### src/rtl/fifo_wr_arbiter.sv
`default_nettype none
// ============================================================================
// Module      : fifo_wr_arbiter
// Description : Arbitrates two requesters (register-file read response, one
//               word; ALU result, two words) onto a single TX FIFO write port.
//               A granted transaction is captured into a holding register and
//               then written word by word, stalling while the FIFO is full.
//               Optional feature macro: ARB_RR_EN. When defined, simultaneous
//               requests are resolved by a 1-bit round-robin pointer. When
//               undefined, RF has fixed priority over ALU.
// Ports       : clk       - block clock, rising edge
//               rst       - asynchronous active-high reset
//               req_rf    - RF requester, one word to send
//               rf_data   - RF word, valid while req_rf is high
//               gnt_rf    - one-cycle accept pulse to RF requester
//               req_alu   - ALU requester, two words to send
//               alu_data  - ALU result, valid while req_alu is high
//               gnt_alu   - one-cycle accept pulse to ALU requester
//               fifo_full - TX FIFO full flag (write-domain synchronised)
//               wr_data   - FIFO write data
//               wr_inc    - FIFO write strobe, one word per high cycle
//               busy      - high whenever a transaction is in progress
// Revision    : 1.0 - initial release
// ============================================================================
module fifo_wr_arbiter #(
  parameter int DATA_WIDTH    = 8,
  parameter int ALU_OUT_WIDTH = 16
) (
  input  logic                     clk,
  input  logic                     rst,
  input  logic                     req_rf,
  input  logic [DATA_WIDTH-1:0]    rf_data,
  output logic                     gnt_rf,
  input  logic                     req_alu,
  input  logic [ALU_OUT_WIDTH-1:0] alu_data,
  output logic                     gnt_alu,
  input  logic                     fifo_full,
  output logic [DATA_WIDTH-1:0]    wr_data,
  output logic                     wr_inc,
  output logic                     busy
);

  localparam int C_HOLD_W = 2 * DATA_WIDTH;

  typedef enum logic [1:0] {
    IDLE        = 2'd0,
    SEND_RF     = 2'd1,
    SEND_ALU_LO = 2'd2,
    SEND_ALU_HI = 2'd3
  } state_t;

  state_t              r_state;
  state_t              w_state_nxt;
  logic [C_HOLD_W-1:0] r_hold;
  logic                w_pick_alu;

`ifdef ARB_RR_EN
  // Pointer high means ALU is favoured on a tie; it flips to the loser
  // after every grant, so a lone request is still granted immediately.
  logic r_rr_alu;

  always_comb begin
    w_pick_alu = req_alu && (!req_rf || r_rr_alu);
  end

  always_ff @(posedge clk or posedge rst) begin
    if (rst) begin
      r_rr_alu <= 1'b0;
    end else if (r_state == IDLE && (req_rf || req_alu)) begin
      r_rr_alu <= !w_pick_alu;
    end
  end
`else
  always_comb begin
    w_pick_alu = req_alu && !req_rf;
  end
`endif

  // Next state and outputs. Grants are gated by rst so that a requester
  // holding its request through reset sees no accept pulse.
  always_comb begin
    w_state_nxt = r_state;
    gnt_rf      = 1'b0;
    gnt_alu     = 1'b0;
    wr_inc      = 1'b0;
    wr_data     = '0;
    case (r_state)
      IDLE: begin
        if (!rst && (req_rf || req_alu)) begin
          if (w_pick_alu) begin
            gnt_alu     = 1'b1;
            w_state_nxt = SEND_ALU_LO;
          end else begin
            gnt_rf      = 1'b1;
            w_state_nxt = SEND_RF;
          end
        end
      end
      SEND_RF: begin
        wr_data = r_hold[DATA_WIDTH-1:0];
        wr_inc  = !fifo_full;
        if (!fifo_full) w_state_nxt = IDLE;
      end
      SEND_ALU_LO: begin
        wr_data = r_hold[DATA_WIDTH-1:0];
        wr_inc  = !fifo_full;
        if (!fifo_full) w_state_nxt = SEND_ALU_HI;
      end
      SEND_ALU_HI: begin
        wr_data = r_hold[C_HOLD_W-1:DATA_WIDTH];
        wr_inc  = !fifo_full;
        if (!fifo_full) w_state_nxt = IDLE;
      end
      default: begin
        w_state_nxt = IDLE;
      end
    endcase
  end

  always_comb begin
    busy = (r_state != IDLE);
  end

  always_ff @(posedge clk or posedge rst) begin
    if (rst) begin
      r_state <= IDLE;
    end else begin
      r_state <= w_state_nxt;
    end
  end

  // Words are sent from this copy, so requester inputs may change freely
  // once the grant has been taken.
  always_ff @(posedge clk or posedge rst) begin
    if (rst) begin
      r_hold <= '0;
    end else if (gnt_alu) begin
      r_hold <= alu_data;
    end else if (gnt_rf) begin
      r_hold <= {{DATA_WIDTH{1'b0}}, rf_data};
    end
  end

endmodule
`default_nettype wire

### config.mk
export PLATFORM = sky130hd
export DESIGN_NAME = fifo_wr_arbiter
export DESIGN_NICKNAME = d
export VERILOG_FILES = /design/src/rtl/fifo_wr_arbiter.sv
export SDC_FILE = /design/constraint.sdc
export NUM_CORES = 1
export LEC_CHECK = 0
export ABC_CLOCK_PERIOD_IN_PS = 1800
export CORE_UTILIZATION = 38
export CTS_CLUSTER_SIZE = 12
export DETAILED_ROUTE_END_ITERATION = 10
export PLACE_DENSITY = 0.71
export SLEW_MARGIN = 15
export SYNTH_ARGS = -nofsm -noshare
export SYNTH_HDL_FRONTEND = slang
export SYNTH_SLANG_ARGS = --single-unit
### constraint.sdc
create_clock -name clk -period 1.8 [get_ports clk]
set_input_delay 0.18 -clock clk [delete_from_list [all_inputs] [get_ports clk]]
set_output_delay 0.18 -clock clk [all_outputs]
set_load 0.02 [all_outputs]
==> results by group, run 1 <==
Run status
  – Status: finished clean

Synthesis
  – Area contributors post-synth: dfrtp_1 45%, mux2_2 18%, a22o_1 6.9%
  – Synth Register Bits: 18
  – Seq/Total Area, Yosys: 44.67%
  – Synth top area share: 44.67%
  – Mapped Area: 0.001008 sq mm
  – Xor and xnor fraction of the mapped netlist area: 0%
  – Syn Nets: 121
  – Area leader, netlist: dfrtp_1
  – Multiplexer area fraction after synthesis: 20.35%
  – Post-synthesis compound-gate area fraction: 16.50%
  – Syn avg cell area: 11.59 sq um
  – Simple-gate area share of the yosys netlist: 6.576%
  – Warnings, synthesis: 0
  – Main combinational cell family by area after synthesis: multiplexers
  – Cell count after synthesis: 87
  – Yosys cell types: 21
  – Adder-cell area share of the yosys netlist: 6.203%

Floorplanning
  – Initial Util: 40.34%
  – Die area: 0.002864 sq mm
  – Chip Height: 53.52 um
  – Die width: 53.52 um
  – # IOs: 41
  – Core area: 0.002500 sq mm
  – Rows: 18

Critical path
  – CP max-delay cell: dfrtp_1
  – Worst-path maximum fanout: 6
  – Slowest stage delay, CP: 0.42 ns
  – Worst path bufs/invs: 2
  – CP required: 1.98 ns
  – CP Class: reg2reg
  – Top Family by Delay on Critical Path: multiplexers
  – Critical Path Sink Type: register
  – Startpoint Class: register
  – Flop-to-flop setup slack: 0.02 ns
  – Critical Path, Cell by Cell: inv_2 > ha_4 > and4bb_2 > buf_6 > mux2_4 > mux2_2
  – Worst EP arrival: 1.96 ns

Clocking
  – CTS sink count: 18
  – CTS tree: done
  – Worst skew pair latency: 0.28 ns
  – Clock buffer depth: 2
  – Clock transition at path regs: 0.09 ns
  – Number of H-tree levels: 1
  – Root Buffer: clkbuf_4
  – Hold buffer count at cts: 0
  – CTS buffer count: 3

Global route
  – Initial antenna violation count: 0
  – First-pass GRT wire length: 3.829 mm
  – Global-route usage over all layers: 18.93%
  – Vias in the first global route: 894
  – Largest net degree at the start of global routing: 19
  – Total global routing overflow: 0

Timing
  – Worst Skew: 0.002378 ns
  – Setup Viol. Count Final: 0
  – RSZ-0062 raised after global routing: true
  – Max Clock Freq: 0.5613 GHz
  – Final worst slack: 0.01836 ns
  – Final Cycle Share: 98.98%
  – Slew margin rel.: 82.52%
  – Slew @ Worst Pin: 0.2605 ns
  – Final Max Tran Viols: 0
  – Hold slack: 0.3136 ns
  – Min Clock Period, post-route: 1.782 ns
  – Final hold violation count: 0

Layout
  – Nets: 177
  – Ratio of cells with drive above 1 in the final layout: 37.59%
  – Area Growth Syn to Fin: 56.82%
  – Most frequent cells in the layout: 28 x clkdlybuf4s50_1, 18 x dfrtp_1, 13 x buf_4
  – Fillers: 237
  – Commonest non-fill, non-tap cell in the layout: clkdlybuf4s50_1
  – Diode count: 0

Route
  – Total number of vias: 889
  – Via density: 5.199
  – WL/cell: 14.49 um
  – Total wire length: 2.477 mm
  – ANT nets after route: 0
  – Initial drt markers: 15
  – # DRC: 0
  – First-pass iteration count of the detailed router: 5

Place
  – Detailed Place HPWL: 1.901 mm
  – Place WS: -0.1238 ns
  – Routability congestion estimate: 0.7183
  – Port-buffer cells: 40

Power
  – Gate power share: 57.9%
  – PD cells: 1340 mW/mm^2
  – Switching power: 0.0008024 W
  – Leak: 0.7462 nW
  – Clk pwr share: 8.9%
  – Total power: 0.002119 W
  – Net Sw Frac: 37.87%
  – Part of the power in registers: 33.1%
  – Worst vdd ir: 0.7623 mV
  – Design internal power: 0.001316 W

Run
  – Max-cap violations: 0

Min path
  – Min-delay worst type: in2async
## cell type report
type | count | area, sq um | share of cell area (%)
multi-input cells | 58 | 553.0 | 34.97
inverters | 5 | 18.77 | 1.187
flip-flops and latches | 18 | 450.4 | 28.48
repair buffers | 57 | 499.2 | 31.57
clock buffers | 3 | 22.52 | 1.424
well taps | 30 | 37.54 | 2.373
## Yosys cell counts
library cell,count
a21oi_1,1
a22o_1,8
a22oi_1,8
and2_1,1
and4bb_1,1
buf_2,1
buf_6,2
clkbuf_1,3
dfrtp_1,18
ha_1,5
inv_1,5
mux2_2,16
mux2_4,1
mux2i_1,1
nand3b_1,1
nor2_1,9
nor2b_1,1
o21ai_0,2
o21ai_1,1
o21bai_1,1
o31a_1,1
## repair_timing
action / 4_1_cts / 5_1_grt
pin swaps: 0 / 1
setup endpoints to repair: 20 / 20
buffers inserted: 1 / 2
resized for setup: 23 / 28
## power by group through the flow
stage | clock network, W | logic (W) | registers (W)
after floorplan | 0 | 0.000718 | 0.000673
after CTS | 0.000203 | 0.00121 | 0.000700
after global routing | 0.000222 | 0.00133 | 0.000725
final | 0.000189 | 0.00123 | 0.000702
after global placement | 0 | 0.00120 | 0.000704
after detailed placement | 0 | 0.00122 | 0.000711
## worst register-to-register path, stage by stage, from the launching register on
cell and delay, ns:
dfrtp_1 0.42, inv_2 0.10, ha_4 0.15, and4bb_2 0.31, buf_6 0.15, mux2_4 0.29
mux2_2 0.25
## cell families (layout without fill, tap and decap cells)
| family | count (synthesis) | after routing |
|---|---|---|
| AOI/OAI and AO/OA | 22 | 22 |
| adders and majority gates | 5 | 5 |
| buffers and inverters | 11 | 65 |
| DFF | 18 | 18 |
| muxes | 18 | 18 |
| and+or+nand+nor | 13 | 13 |
## path summary, 6_finish.rpt
path	from	to	cells after the start
worst max-delay path	r_state[1]$_DFFE_PP0P_	r_hold[4]$_DFFE_PP0P_	6
worst min-delay path	rst	r_hold[10]$_DFFE_PP0P_	3
worst max register to register	r_state[1]$_DFFE_PP0P_	r_hold[4]$_DFFE_PP0P_	6
worst min register to register	r_hold[13]$_DFFE_PP0P_	r_hold[13]$_DFFE_PP0P_	1
max in group asynchronous	rst	r_hold[12]$_DFFE_PP0P_	3
min in group clk	alu_data[10]	r_hold[10]$_DFFE_PP0P_	2
## sequential cells by signal (all words and copies together), names as in the netlist
name     flops
r_hold      16
r_state      2
## routing by layer
| layer | vias to the layer above | global-route usage (%) | wire, um |
|---|---|---|---|
| met3 | 2 | 2.874 | 173 |
| met4 | 0 | 7.456 | 4 |
| met2 | 36 | 33.96 | 1219 |
| li1 | 423 | - | - |
| met5 | - | 0 | 0 |
| met1 | 428 | 22.30 | 1080 |
## through the flow
stage | cells | setup TNS [ns] | instance area, sq um | util [%]
after floorplan | 87 | 0 | 1015 | -
after global placement | 165 | -0.8280 | 1528 | 61.11
after detailed placement | 165 | -1.319 | 1528 | 61.11
after CTS | 169 | 0 | 1565 | 62.61
after global routing | 171 | -0.2409 | 1582 | 63.26
final | 171 | 0 | 1582 | 63.26
Power figures use the tool's default switching activity.
==> run 2: changes to the inputs <==
- ABC_CLOCK_PERIOD_IN_PS: 1800 -> 2000
- CORE_UTILIZATION: 38 -> 42
- PLACE_DENSITY: 0.71 -> 0.74
- clock period: 1.8 -> 2 ns (I/O delays scaled with it)
==> results by group, run 2 (synthesized netlist as in run 1, its figures left out) <==
Critical path
  – CP max-delay cell: dfrtp_1 (unchanged)
  – Critical Path Sink Type: register (unchanged)
  – Startpoint Class: register (unchanged)
  – Reg2reg path depth: 6 (unchanged)
  – Worst-path maximum fanout: 16 (was 6)
  – Flop-to-flop setup slack: 0.14 ns (was 0.02 ns)
  – CP required: 2.18 ns (was 1.98 ns)
  – RR Endpoint: r_hold[5]$_DFFE_PP0P_ (was r_hold[4]$_DFFE_PP0P_)
  – R2r startpoint: r_state[0]$_DFFE_PP0P_ (was r_state[1]$_DFFE_PP0P_)
  – Worst path bufs/invs: 2 (unchanged)
  – Top Family by Delay on Critical Path: multiplexers (unchanged)
  – Worst EP arrival: 2.03 ns (was 1.96 ns)
  – Most used cell, CP: mux2_2
  – Critical Path, Cell by Cell: inv_1 > ha_4 > and4bb_1 > buf_12 > mux2_2 > mux2_2 (was inv_2 > ha_4 > and4bb_2 > buf_6 > mux2_4 > mux2_2)
  – Slowest stage delay, CP: 0.42 ns (about the same)
  – CP Class: reg2reg (unchanged)

Floorplanning
  – Rows: 17 (was 18)
  – Chip Height: 51 um (was 53.52 um)
  – Initial Util: 45.15% (was 40.34%)
  – Die width: 51 um (was 53.52 um)
  – # IOs: 41 (unchanged)
  – Core area: 0.002233 sq mm (was 0.002500 sq mm)
  – Die area: 0.002601 sq mm (was 0.002864 sq mm)

Route
  – Uppermost layer routed: met4 (unchanged)
  – Via density: 5.138 (was 5.199)
  – WL met2: 1.051 mm (was 1.219 mm)
  – WL/cell: 13.67 um (was 14.49 um)
  – Total wire length: 2.174 mm (was 2.477 mm)
  – Wire length on met3: 153 um (was 173 um)
  – First-pass iteration count of the detailed router: 4 (was 5)
  – Total number of vias: 817 (was 889)
  – Met1 Wirelength: 960 um (was 1.080 mm)
  – ANT nets after route: 0 (unchanged)
  – # DRC: 0 (unchanged)
  – Initial drt markers: 14 (was 15)

Timing
  – Final hold violation count: 0 (unchanged)
  – Final Cycle Share: 92.83% (was 98.98%)
  – Setup Total Neg Slack: 0 ns (unchanged)
  – Setup Viol. Count Final: 0 (unchanged)
  – Max Clock Freq: 0.5386 GHz (was 0.5613 GHz)
  – Min Clock Period, post-route: 1.857 ns (was 1.782 ns)
  – Final Max Tran Viols: 0 (unchanged)
  – Slew margin rel.: 55.48% (was 82.52%)
  – Slew @ Worst Pin: 0.6671 ns (was 0.2605 ns)
  – Worst Skew: 0.0008758 ns (was 0.002378 ns)
  – RSZ-0062 raised after global routing: false (was true)

Layout
  – Diode count: 0 (unchanged)
  – Largest register FFs: 16 (unchanged)
  – Largest registers: r_hold: 16 flops, r_state: 2 flops (unchanged)
  – Commonest non-fill, non-tap cell in the layout: clkdlybuf4s50_1 (unchanged)
  – Largest Register: r_hold (unchanged)
  – Area Growth Syn to Fin: 49.13% (was 56.82%)
  – Nets: 166 (was 177)
  – Ratio of cells with drive above 1 in the final layout: 22.14% (was 37.59%)
  – Most frequent cells in the layout: 28 x clkdlybuf4s50_1, 18 x dfrtp_1, 16 x mux2_2 (was 28 x clkdlybuf4s50_1, 18 x dfrtp_1, 13 x buf_4)

Place
  – Detailed Place HPWL: 1.662 mm (was 1.901 mm)
  – Port-buffer cells: 40 (unchanged)
  – Routability congestion estimate: 0.6937 (was 0.7183)

Global route
  – Initial antenna violation count: 0 (unchanged)
  – Global-route usage over all layers: 18.19% (was 18.93%)
  – Total global routing overflow: 0 (unchanged)
  – Vias in the first global route: 765 (was 894)
  – First-pass GRT wire length: 3.498 mm (was 3.829 mm)
  – Largest net degree at the start of global routing: 19 (unchanged)

Clocking
  – Hold buffer count at cts: 0 (unchanged)
  – CTS buffer count: 3 (unchanged)
  – Root Buffer: clkbuf_4 (unchanged)
  – Worst skew pair latency: 0.28 ns (about the same)
  – Clock buffer depth: 2 (unchanged)
  – Number of H-tree levels: 1 (unchanged)
  – CTS sink count: 18 (unchanged)
  – CTS tree: done (unchanged)
  – Clock transition at path regs: 0.10 ns (was 0.09 ns)

Run
  – Max-cap violations: 0 (unchanged)

Power
  – Worst vdd ir: 0.9023 mV (was 0.7623 mV)
  – PD cells: 1232 mW/mm^2 (was 1340 mW/mm^2)
  – Leak: 0.6958 nW (was 0.7462 nW)
  – Total power: 0.001853 W (was 0.002119 W)

Min path
  – Min-delay worst type: in2async (unchanged)

Run status
  – Status: finished clean (unchanged)
## run 2: report_power, final
group / internal, W / switching, W / total (W)
Combinational: 0.000528 / 0.000477 / 0.00101
Clock: 0.000111 / 0.000106 / 0.000217
Sequential: 0.000531 / 0.0000996 / 0.000630
Total: 0.00117 / 0.000683 / 0.00185
## run 2: layout make-up
type                    count  area (sq um)
clock buffers               4         36.28
repair buffers             46         447.9
fillers                   189         729.5
inverters                   5         18.77
flip-flops and latches     18         450.4
multi-input cells          58         515.5
well taps                  28         35.03
## run 2: routing by layer
layer	GRT usage [%]	up-vias
met4	6.944	0
li1	-	399
met5	0	-
met3	3.274	2
met1	24.43	388
met2	28.95	28
## run 2: what timing repair did
item	in CTS	in global routing
endpoints found under the setup margin	11	8
resized for setup	13	3
pin swaps	0	0
cloned	0	0
setup buffers	0	0
## run 2: how the worst max path moves through the flow
stage                      startpoint                     to  slack [ns]  cells past startpoint
2_1_floorplan  r_state[0]$_DFFE_PP0P_  r_hold[0]$_DFFE_PP0P_        0.18                      7
3_3_place_gp                   req_rf  r_hold[5]$_DFFE_PP0P_        0.07                      5
3_5_place_dp                   req_rf  r_hold[6]$_DFFE_PP0P_        0.07                      5
4_1_cts        r_state[0]$_DFFE_PP0P_                   busy        0.06                      5
5_1_grt        r_state[1]$_DFFE_PP0P_                gnt_alu        0.05                      4
6_report       r_state[0]$_DFFE_PP0P_  r_hold[5]$_DFFE_PP0P_        0.14                      6
## run 2: through the flow
stage,cell area (sq um),util [%],instances,hold WS [ns],setup slack [ns]
global route,1504,67.34,159,0.4709,0.04774
CTS,1490,66.72,159,0.4120,0.06060
floorplan,1008,-,87,0.1386,0.1771
global placement,1463,65.49,155,0.4914,0.07048
detailed placement,1463,65.49,155,0.4957,0.07318
finish,1504,67.34,159,0.3963,0.1435
